[src/rtl/id_ctrl_stage_pkg.sv]
// rtl/id_ctrl_stage_pkg.sv - shared encodings and control word for the ID control stage
package id_ctrl_stage_pkg;

  localparam int CTRL_SEL_W = 2;
  localparam int ALU_W      = 5;

  localparam logic [5:0] OP_RTYPE = 6'h00;
  localparam logic [5:0] OP_J     = 6'h02;
  localparam logic [5:0] OP_JAL   = 6'h03;
  localparam logic [5:0] OP_BEQ   = 6'h04;
  localparam logic [5:0] OP_BNE   = 6'h05;
  localparam logic [5:0] OP_ADDI  = 6'h08;
  localparam logic [5:0] OP_ADDIU = 6'h09;
  localparam logic [5:0] OP_SLTI  = 6'h0A;
  localparam logic [5:0] OP_SLTIU = 6'h0B;
  localparam logic [5:0] OP_ANDI  = 6'h0C;
  localparam logic [5:0] OP_ORI   = 6'h0D;
  localparam logic [5:0] OP_XORI  = 6'h0E;
  localparam logic [5:0] OP_LUI   = 6'h0F;
  localparam logic [5:0] OP_LB    = 6'h20;
  localparam logic [5:0] OP_LH    = 6'h21;
  localparam logic [5:0] OP_LW    = 6'h23;
  localparam logic [5:0] OP_LBU   = 6'h24;
  localparam logic [5:0] OP_LHU   = 6'h25;
  localparam logic [5:0] OP_SB    = 6'h28;
  localparam logic [5:0] OP_SH    = 6'h29;
  localparam logic [5:0] OP_SW    = 6'h2B;

  localparam logic [5:0] FUNCT_SLL   = 6'h00;
  localparam logic [5:0] FUNCT_SRL   = 6'h02;
  localparam logic [5:0] FUNCT_SRA   = 6'h03;
  localparam logic [5:0] FUNCT_SLLV  = 6'h04;
  localparam logic [5:0] FUNCT_SRLV  = 6'h06;
  localparam logic [5:0] FUNCT_SRAV  = 6'h07;
  localparam logic [5:0] FUNCT_JR    = 6'h08;
  localparam logic [5:0] FUNCT_JALR  = 6'h09;
  localparam logic [5:0] FUNCT_MFHI  = 6'h10;
  localparam logic [5:0] FUNCT_MFLO  = 6'h12;
  localparam logic [5:0] FUNCT_MULT  = 6'h18;
  localparam logic [5:0] FUNCT_MULTU = 6'h19;
  localparam logic [5:0] FUNCT_DIV   = 6'h1A;
  localparam logic [5:0] FUNCT_DIVU  = 6'h1B;
  localparam logic [5:0] FUNCT_ADD   = 6'h20;
  localparam logic [5:0] FUNCT_ADDU  = 6'h21;
  localparam logic [5:0] FUNCT_SUB   = 6'h22;
  localparam logic [5:0] FUNCT_SUBU  = 6'h23;
  localparam logic [5:0] FUNCT_AND   = 6'h24;
  localparam logic [5:0] FUNCT_OR    = 6'h25;
  localparam logic [5:0] FUNCT_XOR   = 6'h26;
  localparam logic [5:0] FUNCT_NOR   = 6'h27;
  localparam logic [5:0] FUNCT_SLT   = 6'h2A;
  localparam logic [5:0] FUNCT_SLTU  = 6'h2B;

  localparam logic [4:0] ALUOP_NOP   = 5'd0;
  localparam logic [4:0] ALUOP_ADD   = 5'd1;
  localparam logic [4:0] ALUOP_SUB   = 5'd2;
  localparam logic [4:0] ALUOP_AND   = 5'd3;
  localparam logic [4:0] ALUOP_OR    = 5'd4;
  localparam logic [4:0] ALUOP_XOR   = 5'd5;
  localparam logic [4:0] ALUOP_NOR   = 5'd6;
  localparam logic [4:0] ALUOP_SLT   = 5'd7;
  localparam logic [4:0] ALUOP_SLTU  = 5'd8;
  localparam logic [4:0] ALUOP_SLL   = 5'd9;
  localparam logic [4:0] ALUOP_SRL   = 5'd10;
  localparam logic [4:0] ALUOP_SRA   = 5'd11;
  localparam logic [4:0] ALUOP_SLLV  = 5'd12;
  localparam logic [4:0] ALUOP_SRLV  = 5'd13;
  localparam logic [4:0] ALUOP_SRAV  = 5'd14;
  localparam logic [4:0] ALUOP_LUI   = 5'd15;
  localparam logic [4:0] ALUOP_MULT  = 5'd16;
  localparam logic [4:0] ALUOP_MULTU = 5'd17;
  localparam logic [4:0] ALUOP_DIV   = 5'd18;
  localparam logic [4:0] ALUOP_DIVU  = 5'd19;
  localparam logic [4:0] ALUOP_MFHI  = 5'd20;
  localparam logic [4:0] ALUOP_MFLO  = 5'd21;

  localparam logic [1:0] REGDST_RT     = 2'b00;
  localparam logic [1:0] REGDST_RD     = 2'b01;
  localparam logic [1:0] REGDST_RA     = 2'b10;
  localparam logic [1:0] ALUSRCA_RS    = 2'b00;
  localparam logic [1:0] ALUSRCA_SHAMT = 2'b01;
  localparam logic [1:0] ALUSRCB_RT    = 2'b00;
  localparam logic [1:0] ALUSRCB_IMM   = 2'b01;
  localparam logic [1:0] EXTOP_ZERO    = 2'b00;
  localparam logic [1:0] EXTOP_SIGN    = 2'b01;
  localparam logic [1:0] MEMTOREG_ALU  = 2'b00;
  localparam logic [1:0] MEMTOREG_MEM  = 2'b01;
  localparam logic [1:0] MEMTOREG_LINK = 2'b10;
  localparam logic [1:0] JUMP_NONE     = 2'b00;
  localparam logic [1:0] JUMP_J        = 2'b01;
  localparam logic [1:0] JUMP_REG      = 2'b10;
  localparam logic [1:0] JUMP_BRANCH   = 2'b11;

  typedef enum logic {MD_IDLE = 1'b0, MD_BUSY = 1'b1} md_state_t;

  typedef struct packed {
    logic [CTRL_SEL_W-1:0] reg_dst;
    logic [CTRL_SEL_W-1:0] alu_src_a;
    logic [CTRL_SEL_W-1:0] alu_src_b;
    logic [CTRL_SEL_W-1:0] ext_op;
    logic [CTRL_SEL_W-1:0] mem_to_reg;
    logic [CTRL_SEL_W-1:0] jump;
    logic [ALU_W-1:0]      alu_op;
    logic                  mem_read;
    logic                  mem_write;
    logic                  reg_write;
  } ctrl_t;

endpackage

[src/rtl/id_ctrl_stage_ctrl_decode.sv]
// rtl/id_ctrl_stage_ctrl_decode.sv - combinational opcode/funct to control word decoder
module ctrl_decode
  import id_ctrl_stage_pkg::*;
(
  input  logic [5:0] op,
  input  logic [5:0] funct,
  output ctrl_t      ctrl,
  output logic       illegal,
  output logic       uses_rs,
  output logic       uses_rt,
  output logic       is_md,
  output logic       is_mf
);

  always_comb begin
    ctrl    = '0;
    illegal = 1'b0;
    uses_rs = 1'b0;
    uses_rt = 1'b0;
    is_md   = 1'b0;
    is_mf   = 1'b0;
    case (op)
      OP_RTYPE: begin
        ctrl.reg_dst   = REGDST_RD;
        ctrl.reg_write = 1'b1;
        uses_rs        = 1'b1;
        uses_rt        = 1'b1;
        case (funct)
          FUNCT_ADD, FUNCT_ADDU: ctrl.alu_op = ALUOP_ADD;
          FUNCT_SUB, FUNCT_SUBU: ctrl.alu_op = ALUOP_SUB;
          FUNCT_AND:  ctrl.alu_op = ALUOP_AND;
          FUNCT_OR:   ctrl.alu_op = ALUOP_OR;
          FUNCT_XOR:  ctrl.alu_op = ALUOP_XOR;
          FUNCT_NOR:  ctrl.alu_op = ALUOP_NOR;
          FUNCT_SLT:  ctrl.alu_op = ALUOP_SLT;
          FUNCT_SLTU: ctrl.alu_op = ALUOP_SLTU;
          FUNCT_SLLV: ctrl.alu_op = ALUOP_SLLV;
          FUNCT_SRLV: ctrl.alu_op = ALUOP_SRLV;
          FUNCT_SRAV: ctrl.alu_op = ALUOP_SRAV;
          FUNCT_SLL, FUNCT_SRL, FUNCT_SRA: begin
            // Immediate shifts take shamt on port A and never touch rs.
            ctrl.alu_src_a = ALUSRCA_SHAMT;
            ctrl.alu_op    = (funct == FUNCT_SLL) ? ALUOP_SLL :
                             (funct == FUNCT_SRL) ? ALUOP_SRL : ALUOP_SRA;
            uses_rs        = 1'b0;
          end
          FUNCT_JR: begin
            ctrl.reg_dst   = REGDST_RT;
            ctrl.reg_write = 1'b0;
            ctrl.jump      = JUMP_REG;
            uses_rt        = 1'b0;
          end
          FUNCT_JALR: begin
            ctrl.jump       = JUMP_REG;
            ctrl.mem_to_reg = MEMTOREG_LINK;
            uses_rt         = 1'b0;
          end
          FUNCT_MULT, FUNCT_MULTU, FUNCT_DIV, FUNCT_DIVU: begin
            ctrl.reg_dst   = REGDST_RT;
            ctrl.reg_write = 1'b0;
            ctrl.alu_op    = (funct == FUNCT_MULT)  ? ALUOP_MULT  :
                             (funct == FUNCT_MULTU) ? ALUOP_MULTU :
                             (funct == FUNCT_DIV)   ? ALUOP_DIV   : ALUOP_DIVU;
            is_md          = 1'b1;
          end
          FUNCT_MFHI, FUNCT_MFLO: begin
            ctrl.alu_op = (funct == FUNCT_MFHI) ? ALUOP_MFHI : ALUOP_MFLO;
            uses_rs     = 1'b0;
            uses_rt     = 1'b0;
            is_mf       = 1'b1;
          end
          default: begin
            ctrl    = '0;
            uses_rs = 1'b0;
            uses_rt = 1'b0;
            illegal = 1'b1;
          end
        endcase
      end
      OP_J: ctrl.jump = JUMP_J;
      OP_JAL: begin
        ctrl.jump       = JUMP_J;
        ctrl.reg_dst    = REGDST_RA;
        ctrl.mem_to_reg = MEMTOREG_LINK;
        ctrl.reg_write  = 1'b1;
      end
      OP_BEQ, OP_BNE: begin
        ctrl.jump   = JUMP_BRANCH;
        ctrl.ext_op = EXTOP_SIGN;
        ctrl.alu_op = ALUOP_SUB;
        uses_rs     = 1'b1;
        uses_rt     = 1'b1;
      end
      OP_ADDI, OP_ADDIU, OP_SLTI, OP_SLTIU, OP_ANDI, OP_ORI, OP_XORI: begin
        ctrl.alu_src_b = ALUSRCB_IMM;
        ctrl.reg_write = 1'b1;
        uses_rs        = 1'b1;
        ctrl.ext_op    = (op == OP_ANDI || op == OP_ORI || op == OP_XORI) ? EXTOP_ZERO : EXTOP_SIGN;
        case (op)
          OP_SLTI:  ctrl.alu_op = ALUOP_SLT;
          OP_SLTIU: ctrl.alu_op = ALUOP_SLTU;
          OP_ANDI:  ctrl.alu_op = ALUOP_AND;
          OP_ORI:   ctrl.alu_op = ALUOP_OR;
          OP_XORI:  ctrl.alu_op = ALUOP_XOR;
          default:  ctrl.alu_op = ALUOP_ADD;
        endcase
      end
      OP_LUI: begin
        ctrl.alu_src_b = ALUSRCB_IMM;
        ctrl.ext_op    = EXTOP_ZERO;
        ctrl.alu_op    = ALUOP_LUI;
        ctrl.reg_write = 1'b1;
      end
      OP_LB, OP_LH, OP_LW, OP_LBU, OP_LHU: begin
        ctrl.alu_src_b  = ALUSRCB_IMM;
        ctrl.ext_op     = EXTOP_SIGN;
        ctrl.alu_op     = ALUOP_ADD;
        ctrl.mem_read   = 1'b1;
        ctrl.mem_to_reg = MEMTOREG_MEM;
        ctrl.reg_write  = 1'b1;
        uses_rs         = 1'b1;
      end
      OP_SB, OP_SH, OP_SW: begin
        ctrl.alu_src_b = ALUSRCB_IMM;
        ctrl.ext_op    = EXTOP_SIGN;
        ctrl.alu_op    = ALUOP_ADD;
        ctrl.mem_write = 1'b1;
        uses_rs        = 1'b1;
        uses_rt        = 1'b1;
      end
      default: illegal = 1'b1;
    endcase
  end

endmodule

[src/rtl/id_ctrl_stage.sv]
// rtl/id_ctrl_stage.sv - registered ID control stage with load-use and HI/LO interlocks
module id_ctrl_stage
  import id_ctrl_stage_pkg::*;
#(
  parameter int MD_LATENCY = 32,
  parameter int ALUOP_W    = 5
) (
  input  logic               clk,
  input  logic               rst,
  input  logic               in_valid,
  input  logic [31:0]        in_instr,
  output logic               in_ready,
  input  logic               flush,
  input  logic               ex_memread,
  input  logic [4:0]         ex_wreg,
  output logic               out_valid,
  input  logic               out_ready,
  output logic [31:0]        out_instr,
  output logic [1:0]         out_RegDst,
  output logic [1:0]         out_ALUSrcA,
  output logic [1:0]         out_ALUSrcB,
  output logic [1:0]         out_EXTOp,
  output logic [1:0]         out_MemtoReg,
  output logic [1:0]         out_Jump,
  output logic [ALUOP_W-1:0] out_ALUOp,
  output logic               out_MemRead,
  output logic               out_MemWrite,
  output logic               out_RegWrite,
  output logic               out_illegal,
  output logic               md_busy
);

  localparam logic [7:0] MD_RELOAD = 8'(MD_LATENCY - 1);

  ctrl_t      dec_ctrl;
  ctrl_t      out_ctrl;
  logic       dec_illegal, dec_rs, dec_rt, dec_md, dec_mf;
  logic       out_md;
  logic       ld, lu_hazard, mf_hazard, stall, md_start;
  md_state_t  md_state, md_next;
  logic [7:0] md_cnt;

  ctrl_decode u_decode (
    .op      (in_instr[31:26]),
    .funct   (in_instr[5:0]),
    .ctrl    (dec_ctrl),
    .illegal (dec_illegal),
    .uses_rs (dec_rs),
    .uses_rt (dec_rt),
    .is_md   (dec_md),
    .is_mf   (dec_mf)
  );

  always_comb begin
    ld        = ~out_valid | out_ready;
    lu_hazard = ex_memread && (ex_wreg != 5'd0) &&
                ((dec_rs && in_instr[25:21] == ex_wreg) || (dec_rt && in_instr[20:16] == ex_wreg));
    // MFHI/MFLO must wait until any multiply/divide ahead of it has fully drained.
    mf_hazard = dec_mf && (md_busy || (out_valid && out_md));
    stall     = lu_hazard | mf_hazard;
    in_ready  = ld & ~stall & ~flush;
    md_start  = out_valid & out_ready & ~flush & out_md;
  end

  always_ff @(posedge clk or posedge rst) begin
    if (rst) begin
      out_valid   <= 1'b0;
      out_instr   <= '0;
      out_ctrl    <= '0;
      out_illegal <= 1'b0;
      out_md      <= 1'b0;
    end else if (ld) begin
      out_valid   <= in_valid & ~stall & ~flush;
      out_instr   <= in_instr;
      out_ctrl    <= dec_ctrl;
      out_illegal <= dec_illegal;
      out_md      <= dec_md;
    end else if (flush) begin
      out_valid   <= 1'b0;
    end
  end

  always_ff @(posedge clk or posedge rst) begin
    if (rst) md_state <= MD_IDLE;
    else     md_state <= md_next;
  end

  always_comb begin
    md_next = md_state;
    case (md_state)
      MD_IDLE: if (md_start) md_next = MD_BUSY;
      MD_BUSY: if (!md_start && md_cnt == 8'd0) md_next = MD_IDLE;
      default: md_next = MD_IDLE;
    endcase
  end

  always_comb begin
    md_busy = (md_state == MD_BUSY);
  end

  always_ff @(posedge clk or posedge rst) begin
    if (rst)                                     md_cnt <= 8'd0;
    else if (md_start)                           md_cnt <= MD_RELOAD;
    else if (md_state == MD_BUSY && md_cnt != 0) md_cnt <= md_cnt - 8'd1;
  end

  assign out_RegDst   = out_ctrl.reg_dst;
  assign out_ALUSrcA  = out_ctrl.alu_src_a;
  assign out_ALUSrcB  = out_ctrl.alu_src_b;
  assign out_EXTOp    = out_ctrl.ext_op;
  assign out_MemtoReg = out_ctrl.mem_to_reg;
  assign out_Jump     = out_ctrl.jump;
  assign out_ALUOp    = ALUOP_W'(out_ctrl.alu_op);
  assign out_MemRead  = out_ctrl.mem_read;
  assign out_MemWrite = out_ctrl.mem_write;
  assign out_RegWrite = out_ctrl.reg_write;

endmodule

[config.mk]
export PLATFORM = sky130hd
export DESIGN_NAME = id_ctrl_stage
export DESIGN_NICKNAME = d
export VERILOG_FILES = /design/src/rtl/id_ctrl_stage_pkg.sv /design/src/rtl/id_ctrl_stage_ctrl_decode.sv /design/src/rtl/id_ctrl_stage.sv
export SDC_FILE = /design/constraint.sdc
export NUM_CORES = 1
export LEC_CHECK = 0
export CORE_AREA = 5 5 96 98
export CTS_CLUSTER_SIZE = 20
export DETAILED_ROUTE_END_ITERATION = 16
export DIE_AREA = 0 0 101 103
export GPL_ROUTABILITY_DRIVEN = 1
export GPL_TIMING_DRIVEN = 0
export PLACE_DENSITY = 0.84
export RECOVER_POWER = 25
export SYNTH_ARGS = -nofsm -noshare
export SYNTH_HDL_FRONTEND = slang
export SYNTH_HIERARCHICAL = 1
export SYNTH_SLANG_ARGS = --single-unit
[constraint.sdc]
create_clock -name clk -period 6.4 [get_ports clk]
set_input_delay 1.28 -clock clk [delete_from_list [all_inputs] [get_ports clk]]
set_output_delay 1.28 -clock clk [all_outputs]
set_load 0.01 [all_outputs]
==> results summary <==
Traced cell by cell, the critical path runs through clkdlybuf4s50_1 > or4_4 > or3_1 > buf_2 > nor3_1 > nand2_1 > nor2_1 > a21bo_2 > a221oi_1 > a21boi_0 > clkdlybuf4s50_1. The largest family of logic cells by synthesized area is multiplexers. The total power per unit cell area is 229 mW/mm^2. The fraction of the core area covered by cells at the end of the flow came out at 0.580.

The count of clock tree sinks came out at 64. The floorplan has 34 rows. The quantity of hold-fixing buffers added after cts came out at 0. Measured against its own limit, the worst slew margin works out to -0.126. The share of cells above drive strength 1 came out at 0.194.

Dividing the detail-routed wire length by the instance count gives 15.9 um. The worst setup path is captured at a primary output. Of the total synthesized cell area, the portion taken by AND, OR, NAND and NOR gates is 0.137. The mux contribution to synthesized area is 0.187. The leakage power of the design is 1.97 nW. The worst IR drop on VDD came out at 0.118 mV. The mean post-synth cell area came out at 10.5 um^2. Of the total power, combinational logic draws 0.249. The number of antenna cells inserted is 0. The most numerous cell on the critical path is clkdlybuf4s50_1. The pre-antenna-repair detailed-routing pass consisted of 4 iterations. Yosys attributes the largest share of cell area to dfrtp_1 45%, mux2_2 18%, xnor2_1 3.5%, nor2b_1 2.5%, a21oi_1 2.4%. The tree is rooted in a clkbuf_8. The last weighted congestion value of the routability-driven placer came out at 0.873. In this run the worst hold path is classified as reg2reg. The portion of total power attributed to the clock network is 0.310. The per-cell via count in the routed design is 5.33.

The data arrival time of the critical path is 4.36 ns. In this run the standard cell core region covers 0.00838 mm^2. The maximum number of pins on one net before global-route repair came out at 34. Max-cap violations in this run came to 1. In this run the power spent charging and discharging nets is 0.322 mW. The compound-gate portion of the synthesized area came out at 0.129. The worst reg-to-reg path cell count is 6. The post-synthesis cell count came out at 337.

The number of warnings printed during yosys synthesis is 6. The worst setup margin came out at 0.761 ns. In this run the worst path has a maximum fanout of 8. Buffers added to address setup during post-CTS repair amount to 0.

The residual antenna-violating net count after detailed routing is 0. The share of synthesized area in the top cell type comes to 0.453. STA classifies the critical path startpoint as an input port. The placement-stage worst setup slack is 0.766 ns. The worst setup path is of the in2out kind. The flow ran to the end, but the final reports show violations. Of the total power, the share spent switching nets is 0.289. The share of total power dissipated in sequential elements is 0.441. The clock passes through at most 2 buffers. After synthesis, the share of flip-flops with an asynchronous set or reset is 1.00. The checks that failed: capacitance limit, slew limit. Of the total synthesized cell area, the portion taken by full adders, half adders and majority gates is 0.00708.

The post-route minimum period is 5.64 ns. For the final routed database, the setup TNS stands at 0 ns. The number of global-route vias before repair came out at 3,038.

For this configuration, the core starts out at a cell density of 0.422. Setup repair after global routing left no endpoint under its margin. Detailed placement ended at an HPWL of 6.74 mm. The number of top-level design ports is 99. Clock latency on the worst-skew pair, taken at its later pin, is 0.34 ns. The transition time at the pin with the least slew margin came out at 1.69 ns. For the worst setup path, the data required time is 5.12 ns. The number of enable flip-flop cells after synthesis came out at 0. The post-synthesis cell type with the largest combined area is dfrtp_1. The internal power of the cells is 0.793 mW. Once the clock tree was built, the resizer swapped 0 gates to a different size. After synthesis the cells add up to 0.00353 mm^2. The worst hold path depth is 1. The clock edge transition at the registers on the reported setup and hold paths came out at 0.07 ns. Of the total synthesized cell area, the portion taken by XOR and XNOR cells is 0.0421. Buffers placed on the I/O ports in this run total 98. For this run the aggregate overflow at the end of global routing stands at 0. The most common flop cell mapped by yosys is dfrtp_1. The number of H-tree branching levels is 3. The wire length of the first global-routing pass came out at 14.8 mm.

The via count is 2,995. The count of cell instances traversed by the critical path came out at 11. The number of antenna violations at the first check in global routing came out at 0. The area growth from synthesis to layout is 37.5%. The distinct cell type count after synthesis is 55. The number of synthesized register bits came out at 64. In this run, the number of DRC markers left after iteration 0 of detailed routing was 110.

Clock tree synthesis inserted a total of 9 buffers. The full die area is 0.0104 mm^2. Across the routed clock network, the largest skew measured is 0.00563 ns. The maximum achievable frequency came out at 0.177 GHz.

Setup violations remaining at the end of the flow were counted as 0. The delay of the slowest critical-path stage came out at 0.61 ns. TritonCTS built the clock tree. The proportion of synthesized chip area in sequential cells came out at 0.453. The largest individual stage delay along the critical path comes from the cell or4_4.

The largest delay contributor family on the critical path is simple AND/OR/NAND/NOR gates. The share of the clock period used by the worst path is 0.881. The routed wire length came out at 8.95 mm. Power comes to 1.12 mW. The final number of hold-violating endpoints came out at 0. The count of pins over their slew limit was 34. The number of DRC violations after detailed routing is 0. The die height came out at 103 um. The net count of the finished layout is 494. For this run, the total global-route usage over all layers was measured as 0.180. Together, buffers and inverters on the worst path number 3. From left edge to right edge, the die measures 101 um.
[kinds of logic after synthesis]
logic type	Yosys count
DFF	64
other	1
xor gates and xnor gates	17
buffers and inverters	36
adders and majority gates	2
AOI/OAI and AO/OA	68
and+or+nand+nor	90
muxes	59
[worst paths after layout]
check	endpoint	startpoint	slack, ns
worst max-delay path	in_ready	in_instr[31]	0.76
worst min-delay path	out_instr[26]$_DFFE_PP0N_	out_instr[26]$_DFFE_PP0N_	0.50
worst max register to register	md_cnt[1]$_DFFE_PP0P_	md_cnt[0]$_DFFE_PP0P_	4.45
worst min register to register	out_instr[26]$_DFFE_PP0N_	out_instr[26]$_DFFE_PP0N_	0.50
max in group asynchronous	out_ALUSrcB[0]$_DFFE_PP0N_	rst	2.56
min in group asynchronous	out_instr[11]$_DFFE_PP0N_	rst	1.69
[through the flow]
step,cell area (um^2),hold slack (ns),instances
after floorplan,3540,0.519,339
after global placement,4660,0.487,545
after detailed placement,4680,0.493,546
after CTS,4880,0.509,562
after global routing,4860,0.520,562
final,4860,0.503,562
[area by class of cell]
class | count | area (um^2)
clock buffers | 11 | 141
clock inverters | 5 | 56.3
well taps | 108 | 135
multi-input cells | 239 | 1790
plain buffers | 23 | 106
repair buffers | 99 | 985
inverters | 13 | 48.8
fillers | 712 | 3520
flip-flops and latches | 64 | 1600
[flip-flops by register name, summed over array words and instances, names as in the netlist]
register	count
md_cnt	8
out_MemRead	1
out_ALUSrcB	2
out_RegWrite	1
out_ALUOp	5
out_MemWrite	1
md_busy	1
out_RegDst	2
out_Jump	2
out_valid	1
out_ALUSrcA	2
out_illegal	1
out_md	1
out_instr	32
out_EXTOp	2
out_MemtoReg	2
[cells in the mapped netlist (all sizes together), types with 7 or more instances]
master  instances
dfrtp          64
nor2b          14
nor2           20
buf            12
o21ai          14
nor3            7
mux2           56
xnor2          14
nand2          20
clkbuf         11
inv            13
a21oi          17
[power groups by stage]
stage / logic, mW / clock network (mW) / registers (mW)
after floorplan: 0.142 / 0 / 0.505
after global placement: 0.269 / 0 / 0.494
after detailed placement: 0.280 / 0 / 0.498
after CTS: 0.282 / 0.357 / 0.491
after global routing: 0.305 / 0.374 / 0.497
final: 0.278 / 0.346 / 0.492
[metal layers]
metal | GRT usage | up-vias | share of wire | wire length (um)
met5 | 0 | - | 0 | 0
met4 | 0.0869 | 0 | 0.022 | 194
met3 | 0.0494 | 13 | 0.066 | 595
met2 | 0.287 | 91 | 0.49 | 4360
met1 | 0.227 | 1466 | 0.42 | 3800
li1 | - | 1425 | - | -
[worst register-to-register path: stages (launching register included)]
cell	delay (ns)
dfrtp_1	0.40
inv_1	0.12
ha_1	0.21
or3b_2	0.52
o21ai_2	0.23
mux2_1	0.34
nand2_1	0.07
[layout by cell type, fill, tap and decap left out, drive strengths merged, types with 5 or more instances in the layout]
cell / n
clkdlybuf4s50: 96
dfrtp: 64
mux2: 56
clkbuf: 23
nand2: 20
nor2: 20
a21oi: 17
nor2b: 14
xnor2: 14
o21ai: 14
inv: 13
buf: 12
nor3: 7
a31oi: 6
nand2b: 5
Power figures use the tool's default switching activity.
